## src/rtl/demux_pkg.sv

```systemverilog
// Shared constants and FSM state type for the 1-to-8 TDM demultiplexer.
package demux_pkg;
   localparam int NUM_SLOTS = 8;
   localparam int SLOT_W    = 3;

   typedef enum logic {
      HUNT = 1'b0,
      RUN  = 1'b1
   } state_t;
endpackage

```

## src/rtl/tdm_slot_cnt.sv

```systemverilog
// Modulo-8 slot counter: clear beats load-to-1, which beats increment.
// Updates on the edge after its control inputs; no flow control of its own.
module tdm_slot_cnt
   import demux_pkg::*;
(
   input  logic              clk,
   input  logic              rst_n,
   input  logic              en,
   input  logic              load1,
   input  logic              clr,
   output logic [SLOT_W-1:0] cnt
);

   always_ff @(posedge clk or negedge rst_n) begin
      if (!rst_n) begin
         cnt <= '0;
      end else if (clr) begin
         cnt <= '0;
      end else if (load1) begin
         cnt <= SLOT_W'(1);
      end else if (en) begin
         cnt <= cnt + SLOT_W'(1);
      end
   end

endmodule

```

## src/rtl/demux_1to8_tdm.sv

```systemverilog
// Splits a TDM slot stream into an 8-wide frame; y/valid appear one cycle after slot 7.
// en=0 freezes all state; DEMUX_SYNC_CHECK_EN adds misplaced-frame-marker resync.
module demux_1to8_tdm
   import demux_pkg::*;
#(
   parameter int W = 1
) (
   input  logic              clk,
   input  logic              rst_n,
   input  logic              en,
   input  logic              frame,
   input  logic [W-1:0]      din,
   output logic [W-1:0]      y0,
   output logic [W-1:0]      y1,
   output logic [W-1:0]      y2,
   output logic [W-1:0]      y3,
   output logic [W-1:0]      y4,
   output logic [W-1:0]      y5,
   output logic [W-1:0]      y6,
   output logic [W-1:0]      y7,
   output logic              valid,
   output logic [SLOT_W-1:0] sel,
   output logic              locked,
   output logic              sync_err
);

   localparam logic [SLOT_W-1:0] LAST_SLOT = SLOT_W'(NUM_SLOTS - 1);

   state_t            state;
   state_t            state_nxt;
   logic              cnt_en;
   logic              cnt_load1;
   logic              cnt_clr;
   logic              shadow_wr;
   logic [SLOT_W-1:0] wr_idx;
   logic              frame_done;
   logic              resync;

   // Slot 7 never needs a shadow: it goes straight from din to y7.
   logic [W-1:0] shadow [0:NUM_SLOTS-2];

   tdm_slot_cnt u_slot_cnt (
      .clk   (clk),
      .rst_n (rst_n),
      .en    (cnt_en),
      .load1 (cnt_load1),
      .clr   (cnt_clr),
      .cnt   (sel)
   );

`ifdef DEMUX_SYNC_CHECK_EN
   assign resync = (state == RUN) && en && frame && (sel != '0);
`else
   assign resync = 1'b0;
`endif

   always_comb begin
      state_nxt  = state;
      cnt_en     = 1'b0;
      cnt_load1  = 1'b0;
      cnt_clr    = 1'b0;
      shadow_wr  = 1'b0;
      wr_idx     = sel;
      frame_done = 1'b0;
      case (state)
         HUNT: begin
            cnt_clr = 1'b1;
            wr_idx  = '0;
            if (en && frame) begin
               cnt_clr   = 1'b0;
               cnt_load1 = 1'b1;
               shadow_wr = 1'b1;
               state_nxt = RUN;
            end
         end
         RUN: begin
            if (en) begin
               if (resync) begin
                  cnt_load1 = 1'b1;
                  shadow_wr = 1'b1;
                  wr_idx    = '0;
               end else begin
                  cnt_en     = 1'b1;
                  shadow_wr  = (sel != LAST_SLOT);
                  frame_done = (sel == LAST_SLOT);
               end
            end
         end
         default: state_nxt = HUNT;
      endcase
   end

   always_ff @(posedge clk or negedge rst_n) begin
      if (!rst_n) begin
         state <= HUNT;
      end else begin
         state <= state_nxt;
      end
   end

   always_ff @(posedge clk or negedge rst_n) begin
      if (!rst_n) begin
         for (int i = 0; i < NUM_SLOTS - 1; i++) begin
            shadow[i] <= '0;
         end
      end else if (shadow_wr) begin
         shadow[wr_idx] <= din;
      end
   end

   always_ff @(posedge clk or negedge rst_n) begin
      if (!rst_n) begin
         y0    <= '0;
         y1    <= '0;
         y2    <= '0;
         y3    <= '0;
         y4    <= '0;
         y5    <= '0;
         y6    <= '0;
         y7    <= '0;
         valid <= 1'b0;
      end else begin
         valid <= frame_done;
         if (frame_done) begin
            y0 <= shadow[0];
            y1 <= shadow[1];
            y2 <= shadow[2];
            y3 <= shadow[3];
            y4 <= shadow[4];
            y5 <= shadow[5];
            y6 <= shadow[6];
            y7 <= din;
         end
      end
   end

`ifdef DEMUX_SYNC_CHECK_EN
   always_ff @(posedge clk or negedge rst_n) begin
      if (!rst_n) begin
         sync_err <= 1'b0;
      end else begin
         sync_err <= resync;
      end
   end
`else
   assign sync_err = 1'b0;
`endif

   assign locked = (state == RUN);

endmodule

```

## config.mk

```make
export PLATFORM = sky130hd
export DESIGN_NAME = demux_1to8_tdm
export DESIGN_NICKNAME = d
export VERILOG_FILES = /design/src/rtl/demux_pkg.sv /design/src/rtl/tdm_slot_cnt.sv /design/src/rtl/demux_1to8_tdm.sv
export SDC_FILE = /design/constraint.sdc
export NUM_CORES = 1
export LEC_CHECK = 0
export CAP_MARGIN = 0
export CORE_UTILIZATION = 50
export DETAILED_ROUTE_END_ITERATION = 7
export MAX_ROUTING_LAYER = met4
export PLACE_DENSITY = 0.74
export REMOVE_ABC_BUFFERS = 1
export SYNTH_ARGS = -nofsm -noshare
export SYNTH_HDL_FRONTEND = slang
export SYNTH_HIERARCHICAL = 1
export SYNTH_SLANG_ARGS = --single-unit
```

## constraint.sdc

```tcl
create_clock -name clk -period 2.5 [get_ports clk]
set_clock_uncertainty 0.05 [all_clocks]
set_input_delay 0.375 -clock clk [delete_from_list [all_inputs] [get_ports clk]]
set_output_delay 0.375 -clock clk [all_outputs]
set_load 0.01 [all_outputs]
```

### Word-level counts from Yosys, hierarchy flattened

Cells that the tools add are included.

* add/sub/neg operators: 1
* mux-type cells: 18
* bitwise gates (word level): 2
* reductions and logical operators: 3
* order comparisons: 2
* equal/unequal tests: 2

Operators with widths (number)
* 2-to-1 mux 1 bit: 10
* 2-to-1 mux 3 bit: 3
* bitwise mux 7 bit: 1
* case mux 3 bit (2 select lines): 1
* >= comparator 4 bit, second input constant: 1
* < comparator 4 x 1 -> 1 bit, second input constant: 1
* NOT 3 -> 4 bit: 1
* case mux 1 bit (2 select lines): 2
* adder 3 x 1 -> 3 bit, second input constant: 1
* demux 1 bit (select 3 bit): 1
* equality test 3 bit, second input constant: 1
* != test 3 bit, second input constant: 1
* nonzero test 3 bit: 1
* logical AND 1 bit: 2
* NOT 1 bit: 1

* output and inout port bits: 14
* input port bits: 5
* bits in registers: 20

### Depth between registers and ports, before layout

Gate-level depths: netlist of run 1.

* depth in word-level cells: 8
* gate-level depth with buffers: 4
* gate-level depth less buffers: 4

### Cells and area by module

Netlist of run 1, hierarchy kept.

By module, submodules not included
* demux_1to8_tdm: cells each 54, area each 760.7 µm², instances 1, sequential area each 425.4 µm²
* tdm_slot_cnt: cells each 12, area each 150.1 µm², instances 1, sequential area each 75.1 µm²

### Worst setup path after synthesis of run 1

Ideal clock, no wire load.

* path type: reg2reg
* from: register u_slot_cnt.cnt[0]
* to: register y0
* cell stages (with the launch flop): 4
* required time: 2325 ps
* setup slack: 1104 ps
* path buffers: 0
* data arrival time: 1221 ps
* setup time: 125 ps
* cells stage by stage: dfrtp_1 > nand3_2 > nor2_8 > mux2_4

* longest elaborated chain between the ends: 3

RTL lines
* from (decl): line tdm_slot_cnt.sv:11 `output logic [SLOT_W-1:0] cnt`
* from (signal assigned): line tdm_slot_cnt.sv:22 `cnt <= cnt + SLOT_W'(1);`
* equality test 3 bit: line demux_1to8_tdm.sv:85 `frame_done = (sel == LAST_SLOT);`
* 2-to-1 mux 1 bit: line demux_1to8_tdm.sv:77 `if (en) begin`
* 2-to-1 mux 1 bit: line demux_1to8_tdm.sv:65 `case (state)`
* via frame_done: line demux_1to8_tdm.sv:36 `logic frame_done;`
* to (signal assigned): line demux_1to8_tdm.sv:125 `y0 <= shadow[0];`
* to (decl): line demux_1to8_tdm.sv:13 `output logic [W-1:0] y0,`

The timed path passes the listed nets, and every way through them passes these cells.
A chain may end at the register's enable or synchronous reset.

### Final worst setup path of run 1

* from: register u_slot_cnt.cnt[0]
* to: output port sel[0]

RTL lines
* to (decl): line demux_1to8_tdm.sv:22 `output logic [SLOT_W-1:0] sel,`

No word-level cell between the ends.

==> run_summary.xml, run 1 <==
<?xml version="1.0" encoding="UTF-8"?>
<metrics>
  <group name="die">
    <metric name="number_of_top_level_pins" unit="">19</metric>
    <metric name="die_area" unit="sq um">1996</metric>
    <metric name="initial_core_utilization" unit="%">53.33</metric>
    <metric name="dieWidth" unit="um">44.68</metric>
    <metric name="coreArea" unit="sq um">1708</metric>
    <metric name="fp.dieH" unit="um">44.68</metric>
    <metric name="placementRows" unit="">15</metric>
  </group>
  <group name="power">
    <metric name="report.power.total" unit="W">0.001325</metric>
    <metric name="p_leak" unit="nW">0.5161</metric>
    <metric name="power-per-cell-area" unit="nW/um^2">1153</metric>
    <metric name="max-vdd-ir-drop" unit="uV">611.8</metric>
  </group>
  <group name="place">
    <metric name="place_area" unit="sq um">1112</metric>
    <metric name="hpwl" unit="um">1059</metric>
    <metric name="port-buffer-count" unit="">17</metric>
    <metric name="globalplace.congestion" unit="">0.7441</metric>
    <metric name="placed_cell_count" unit="">108</metric>
  </group>
  <group name="critical_path">
    <metric name="cp-start-kind" unit="">flop</metric>
    <metric name="slowest_stage" unit="">clkdlybuf4s50_1</metric>
    <metric name="delay_heaviest_family_cp" unit="">buffers and inverters</metric>
    <metric name="cp_data_required_time" unit="ns">2.08</metric>
    <metric name="worstSetupEndpointType" unit="">primary output</metric>
    <metric name="cp.buffers_inverters" unit="">1</metric>
    <metric name="timing.critical_path.arrival" unit="ns">1.44</metric>
    <metric name="timing.setup.critical_path_class" unit="">reg2out</metric>
    <metric name="worst_path_largest_cell_delay" unit="ns">0.60</metric>
    <metric name="cp_cell_sequence" unit="">clkdlybuf4s50_1</metric>
    <metric name="cp_max_fo" unit="">8</metric>
  </group>
  <group name="route">
    <metric name="route.detailed.drc" unit="">0</metric>
    <metric name="detail_route.wirelength" unit="um">1455</metric>
    <metric name="met3_length" unit="um">53</metric>
    <metric name="first_pass_iteration_count_of_the_detailed_router" unit="">2</metric>
    <metric name="viasPerCell" unit="">5.000</metric>
    <metric name="top_routing_layer_in_use" unit="">met4</metric>
    <metric name="wl_met1" unit="um">677</metric>
    <metric name="final_antenna_net_count" unit="">0</metric>
    <metric name="routed_length_per_instance" unit="um">12.99</metric>
    <metric name="drt_iter0_drc" unit="">7</metric>
    <metric name="route.vias.total" unit="">560</metric>
    <metric name="met2_length" unit="um">715</metric>
  </group>
  <group name="cts">
    <metric name="number_of_buffers_added_by_the_clock_tree_synthesis_step" unit="">3</metric>
    <metric name="clockBufferDepth" unit="">2</metric>
    <metric name="cts_root_buffer" unit="">clkbuf_4</metric>
    <metric name="cts_repair_resize_count" unit="">0</metric>
    <metric name="hold_buffers" unit="">0</metric>
    <metric name="clk_latency" unit="ns">0.29</metric>
    <metric name="htree_levels" unit="">1</metric>
    <metric name="cts.sink_count" unit="">20</metric>
    <metric name="cts_post_setup_buffers_inserted" unit="">0</metric>
    <metric name="post_cts_clock_slew_at_the_launch_and_capture_registers_of_the_worst_setup_and_hold_paths" unit="ns">0.11</metric>
    <metric name="cts_tree" unit="">done</metric>
  </group>
  <group name="final_layout">
    <metric name="nets" unit="">94</metric>
    <metric name="finalNonFillerCells" unit="">112</metric>
    <metric name="antenna-diode-count" unit="">0</metric>
    <metric name="syn2layout_area_growth" unit="%">26.10</metric>
    <metric name="layout-drive-gt1-share" unit="%">27.59</metric>
    <metric name="finish.instance_area" unit="sq um">1149</metric>
  </group>
  <group name="global_routing">
    <metric name="global_route_overflow" unit="">0</metric>
    <metric name="first_global_vias" unit="">546</metric>
    <metric name="grt_use_total" unit="%">18.46</metric>
    <metric name="grt_start_max_net_pins" unit="">21</metric>
    <metric name="grt_pass1_wl" unit="um">2477</metric>
    <metric name="antenna_found_initial" unit="">0</metric>
  </group>
  <group name="synthesis">
    <metric name="synth_area_leaders" unit="">dfrtp_1 (55%), mux2_4 (13%), mux2_2 (8.7%), nor3_1 (2.7%), nor2_8 (2.2%)</metric>
    <metric name="synthFlopType" unit="">dfrtp_1</metric>
    <metric name="syn_area" unit="sq um">910.9</metric>
    <metric name="yosys_warnings" unit="">6</metric>
    <metric name="postSynthCellCount" unit="">66</metric>
    <metric name="synth_top_cell_by_area" unit="">dfrtp_1</metric>
    <metric name="yosysMostFrequentCell" unit="">dfrtp_1</metric>
    <metric name="synth_async_sr_flop_share" unit="%">100.0</metric>
    <metric name="synth.yosys.seq_area_share" unit="%">54.95</metric>
    <metric name="netlist.area_leader.share" unit="%">54.95</metric>
    <metric name="synth_commonest_cells" unit="">dfrtp_1 (20), mux2_4 (8), mux2_2 (7)</metric>
    <metric name="ys_ff_latch" unit="">20</metric>
    <metric name="synth_enable_flop_cells" unit="">0</metric>
    <metric name="syn-mean-instance-area" unit="sq um">13.80</metric>
    <metric name="netlist-cell-type-count" unit="">22</metric>
  </group>
  <group name="job">
    <metric name="max-cap-violations" unit="">0</metric>
  </group>
  <group name="run_status">
    <metric name="outcome" unit="">complete, no violations</metric>
  </group>
  <group name="timing">
    <metric name="unrepaired_setup_endpoints_after_global_routing" unit="">no</metric>
    <metric name="fmaxAchievable" unit="MHz">536.1</metric>
    <metric name="min_period" unit="ns">1.865</metric>
    <metric name="total_setup_violations_reported_at_the_end_of_the_flow" unit="">0</metric>
    <metric name="timing.final.hold_violations" unit="">0</metric>
    <metric name="finalMaxSlewViolations" unit="">0</metric>
    <metric name="finalCritPeriodShare" unit="%">74.62</metric>
    <metric name="setup_tns" unit="ns">0</metric>
  </group>
  <group name="min_path">
    <metric name="worst_hold_path_type" unit="">in2async</metric>
  </group>
</metrics>
==> area by class of cell <==
cell class                 instances  area, sq um
clock buffer                       4        36.28
fill                             141        559.3
inverter                           3        11.26
multi-input combinational         42        391.6
sequential                        20        500.5
tap                               25        31.28
timing repair buffer              18        177.7
==> power by group <==
part	switching (W)	internal (W)
clock	0.0000957	0.0000886
sequential	0.000120	0.000467
combinational	0.000189	0.000364
==> final timing paths <==
| path | startpoint | end | slack [ns] | depth (start not counted) |
|---|---|---|---|---|
| setup / recovery | u_slot_cnt/cnt[0]$_DFFE_PN0P_ | sel[0] | 0.63 | 1 |
| hold / removal | rst_n | shadow[1]$_DFFE_PN0P_ | 0.36 | 2 |
| setup reg to reg | u_slot_cnt/cnt[0]$_DFFE_PN0P_ | y7$_DFFE_PN0P_ | 1.00 | 3 |
| hold reg to reg | shadow[1]$_DFFE_PN0P_ | y5$_DFFE_PN0P_ | 0.47 | 1 |
| max in group asynchronous | rst_n | u_slot_cnt/cnt[2]$_DFFE_PN0P_ | 1.85 | 2 |
| min in group clk | shadow[1]$_DFFE_PN0P_ | y5$_DFFE_PN0P_ | 0.47 | 1 |
==> worst reg2reg max path, delay by kind of cell (launching register included) <==
kind	cells	cell delay [ns]
flip-flops	1	0.55
multiplexers	1	0.32
AND/OR/NAND/NOR	2	0.48
==> sequential cells by signal, summed over array words and instances, names as in the netlist <==
name / flops
y3: 1
locked: 1
valid: 1
y6: 1
y4: 1
y7: 1
y2: 1
shadow: 7
y5: 1
u_slot_cnt/cnt: 3
y0: 1
y1: 1
==> cells by family (layout without fill, tap and decap cells) <==
logic type               Yosys count  count (layout)  synth area share, %
AND/OR/NAND/NOR                   19              19                13.74
AO/OA/AOI/OAI                      4               4                3.570
flip-flops                        20              20                54.95
buffers and inverters              4              25                2.061
multiplexers                      16              16                22.94
XOR/XNOR                           1               1               0.9617
adder cells (fa/ha/maj)            1               1                1.373
other                              1               1               0.4117
==> routing by layer <==
metal	GRT usage, %	vias to the layer above
li1	-	267
met1	23.87	278
met2	27.06	13
met3	3.673	2
met4	10.30	0
met5	-	-
==> placed cells by master (no fill, tap or decap), drive strengths merged <==
master / netlist / layout
inv: 3 / 3
clkbuf: 0 / 4
nand3: 1 / 1
nand3b: 1 / 1
mux2i: 1 / 1
conb: 1 / 1
xnor2: 1 / 1
nor2: 4 / 4
buf: 1 / 1
a21oi: 1 / 1
mux2: 15 / 15
dfrtp: 20 / 20
nor2b: 1 / 1
nand2b: 3 / 3
clkdlybuf4s50: 0 / 17
nand2: 3 / 3
a21bo: 1 / 1
a211oi: 1 / 1
nor4b: 1 / 1
ha: 1 / 1
o21ai: 1 / 1
nor3: 5 / 5
==> per-stage QoR <==
stage | util (%) | hold WS, ns | setup WS (ns)
final | 67.25 | 0.3591 | 0.6345
after global routing | 67.25 | 0.3818 | 0.5728
after CTS | 67.25 | 0.3733 | 0.6211
after detailed placement | 65.13 | 0.4451 | 0.6147
after global placement | 65.13 | 0.4360 | 0.6658
after floorplan | - | 0.02941 | 1.104
(Power assumes the default switching activity.)
==> run 2: changes to the inputs <==
CORE_UTILIZATION = 44   (was 50)
PLACE_DENSITY = 0.69   (was 0.74)
clock period = 1.61 ns   (was 2.5 ns; I/O delays follow)
==> run 2 against run 1 <==
Against the previous run: sequential share of layout area shrank 2.1 points; worst hold slack lost 0.15 ns; worst setup slack lost 0.57 ns; final cell count grew 7.1%; via count grew 7.9%; sequential power grew 45%; combinational power grew 84%; sequential cell count is the same; wire length grew 9.3%; final area grew 6.0%; critical path depth is the same; total power grew 72%.
==> run_summary.xml, run 2 (same netlist as run 1, synthesis figures left out) <==
<?xml version="1.0" encoding="UTF-8"?>
<metrics>
  <group name="timing">
    <metric name="unrepaired_setup_endpoints_after_global_routing" unit="">no</metric>
    <metric name="total_setup_violations_reported_at_the_end_of_the_flow" unit="">0</metric>
    <metric name="finalHoldWorstSlack" unit="ns">0.2131</metric>
    <metric name="timing.final.hold_violations" unit="">0</metric>
    <metric name="finalCritPeriodShare" unit="%">96.15</metric>
    <metric name="finalMaxSlewViolations" unit="">0</metric>
    <metric name="fmaxAchievable" unit="MHz">646.0</metric>
    <metric name="min_period" unit="ns">1.548</metric>
  </group>
  <group name="global_routing">
    <metric name="grt_use_total" unit="%">16.48</metric>
    <metric name="grt_pass1_wl" unit="um">2442</metric>
    <metric name="grt_start_max_net_pins" unit="">21</metric>
    <metric name="grt.met1_usage" unit="%">21.78</metric>
    <metric name="global_route_layer_with_the_greatest_usage" unit="">met2</metric>
    <metric name="grt_util_met3" unit="%">3.774</metric>
    <metric name="antenna_found_initial" unit="">0</metric>
    <metric name="met2_usage_in_global_routing" unit="%">24.11</metric>
    <metric name="first_global_vias" unit="">525</metric>
    <metric name="global_route_overflow" unit="">0</metric>
  </group>
  <group name="final_layout">
    <metric name="number_of_flip_flops_in_the_largest_register" unit="">7</metric>
    <metric name="layout-drive-gt1-share" unit="%">36.56</metric>
    <metric name="mostFrequentLayoutCells" unit="">clkdlybuf4s50_1 (17), dfrtp_1 (16), mux2_4 (8), mux2_2 (7), buf_4 (7)</metric>
    <metric name="antenna-diode-count" unit="">0</metric>
    <metric name="syn2layout_area_growth" unit="%">33.65</metric>
    <metric name="regMostFlops" unit="">shadow</metric>
    <metric name="finalNonFillerCells" unit="">120</metric>
    <metric name="fill_cells" unit="">176</metric>
    <metric name="nets" unit="">100</metric>
    <metric name="top_regs" unit="">shadow x7, u_slot_cnt/cnt x3</metric>
    <metric name="finish.instance_area" unit="sq um">1217</metric>
    <metric name="layout.cells.most_common" unit="">clkdlybuf4s50_1</metric>
  </group>
  <group name="cts">
    <metric name="clockBufferDepth" unit="">2</metric>
    <metric name="cts_tree" unit="">done</metric>
    <metric name="hold_buffers" unit="">0</metric>
    <metric name="post_cts_clock_slew_at_the_launch_and_capture_registers_of_the_worst_setup_and_hold_paths" unit="ns">0.11</metric>
    <metric name="cts_root_buffer" unit="">clkbuf_4</metric>
    <metric name="number_of_buffers_added_by_the_clock_tree_synthesis_step" unit="">3</metric>
    <metric name="htree_levels" unit="">1</metric>
    <metric name="cts.sink_count" unit="">20</metric>
    <metric name="clk_latency" unit="ns">0.30</metric>
  </group>
  <group name="critical_path">
    <metric name="r2r.worst_path.cells" unit="">4</metric>
    <metric name="worst_path_largest_cell_delay" unit="ns">0.54</metric>
    <metric name="delay_heaviest_family_cp" unit="">buffers and inverters</metric>
    <metric name="cp_data_required_time" unit="ns">1.32</metric>
    <metric name="worstSetupEndpointType" unit="">primary output</metric>
    <metric name="timing.setup.critical_path_class" unit="">reg2out</metric>
    <metric name="cp_cell_sequence" unit="">clkdlybuf4s50_1</metric>
    <metric name="cp.buffers_inverters" unit="">1</metric>
    <metric name="cp_max_fo" unit="">5</metric>
    <metric name="path_depth" unit="">1</metric>
    <metric name="timing.critical_path.arrival" unit="ns">1.26</metric>
    <metric name="cp-start-kind" unit="">flop</metric>
    <metric name="slowest_stage" unit="">clkdlybuf4s50_1</metric>
  </group>
  <group name="route">
    <metric name="viasPerCell" unit="">5.033</metric>
    <metric name="final_antenna_net_count" unit="">0</metric>
    <metric name="route.detailed.drc" unit="">0</metric>
    <metric name="first_pass_iteration_count_of_the_detailed_router" unit="">4</metric>
    <metric name="drt_iter0_drc" unit="">5</metric>
    <metric name="route.vias.total" unit="">604</metric>
    <metric name="detail_route.wirelength" unit="um">1590</metric>
    <metric name="routed_length_per_instance" unit="um">13.25</metric>
  </group>
  <group name="place">
    <metric name="place_area" unit="sq um">1130</metric>
    <metric name="hpwl" unit="um">1102</metric>
    <metric name="placed_cell_count" unit="">112</metric>
    <metric name="globalplace.congestion" unit="">0.6761</metric>
    <metric name="port-buffer-count" unit="">17</metric>
  </group>
  <group name="die">
    <metric name="initial_core_utilization" unit="%">46.43</metric>
    <metric name="placementRows" unit="">16</metric>
    <metric name="coreArea" unit="sq um">1962</metric>
    <metric name="fp.dieH" unit="um">47.50</metric>
    <metric name="number_of_top_level_pins" unit="">19</metric>
    <metric name="dieWidth" unit="um">47.50</metric>
    <metric name="die_area" unit="sq um">2256</metric>
  </group>
  <group name="min_path">
    <metric name="worst_hold_path_type" unit="">in2async</metric>
  </group>
  <group name="run_status">
    <metric name="outcome" unit="">complete, no violations</metric>
  </group>
  <group name="power">
    <metric name="power-per-cell-area" unit="nW/um^2">1866</metric>
    <metric name="p_leak" unit="nW">0.5480</metric>
    <metric name="max-vdd-ir-drop" unit="uV">971.1</metric>
  </group>
  <group name="job">
    <metric name="max-cap-violations" unit="">0</metric>
  </group>
</metrics>
## run 2: changes by cell type in the layout (fill, tap and decap cells not counted)
cell | previous run | this run
buf_4 | 1 | 7
dfrtp_1 | 20 | 16
dfrtp_2 | 0 | 4
bufinv_16 | 0 | 1
clkbuf_8 | 1 | 0
## run 2: worst paths after layout
kind                                            endpoint  slack [ns]                     startpoint
min                                shadow[1]$_DFFE_PN0P_        0.21                          rst_n
min in group clk                          y0$_DFFE_PN0P_        0.47          shadow[6]$_DFFE_PN0P_
min reg2reg                               y0$_DFFE_PN0P_        0.47          shadow[6]$_DFFE_PN0P_
max reg2reg                        shadow[4]$_DFFE_PN0P_        0.17  u_slot_cnt/cnt[2]$_DFFE_PN0P_
max                                               locked        0.06               locked$_DFF_PN0_
max in group asynchronous  u_slot_cnt/cnt[1]$_DFFE_PN0P_        1.08                          rst_n
## run 2: area by class of cell
class	instances	area, sq um	area share (%)
repair buffers	24	222.7	18.29
flip-flops and latches	20	505.5	41.52
well taps	27	33.78	2.775
inverters	3	11.26	0.9250
clock inverters	1	30.03	2.467
clock buffers	3	22.52	1.850
multi-input cells	42	391.6	32.17
## run 2: report_power, final
group,internal (W),leakage (nW),switching [W]
Combinational,0.000621,0.281,0.000396
Clock,0.000252,0.0279,0.000153
Sequential,0.000732,0.239,0.000119
Total,0.00160,0.548,0.000668
## run 2: worst reg2reg max path: stages (launching register included)
cell	delay, ns
dfrtp_2	0.43
buf_4	0.16
nand2b_1	0.16
nor3_1	0.18
mux2_2	0.35
## run 2: what timing repair did
item / CTS / global route
endpoints found under the setup margin: 4 / 1
gates resized for setup: 4 / 0
setup buffers: 3 / 1
pin swaps: 0 / 0
## run 2: metrics by stage
stage	setup WS, ns	util [%]	setup TNS [ns]	power (W)
6_report	0.06201	62.05	0	0.002272
5_1_grt	0.005217	62.05	0	0.002410
2_1_floorplan	0.2137	-	0	0.001417
3_5_place_dp	-0.07442	57.59	-0.6817	0.001811
4_1_cts	0.02796	61.67	0	0.002298
3_3_place_gp	-0.05997	57.59	-0.4923	0.001774
## run 2: layer usage
metal / share of wire [%] / vias up
met5: 0 / -
met4: 1.3 / 0
met3: 4.2 / 2
met2: 46 / 17
met1: 48 / 302
li1: - / 283
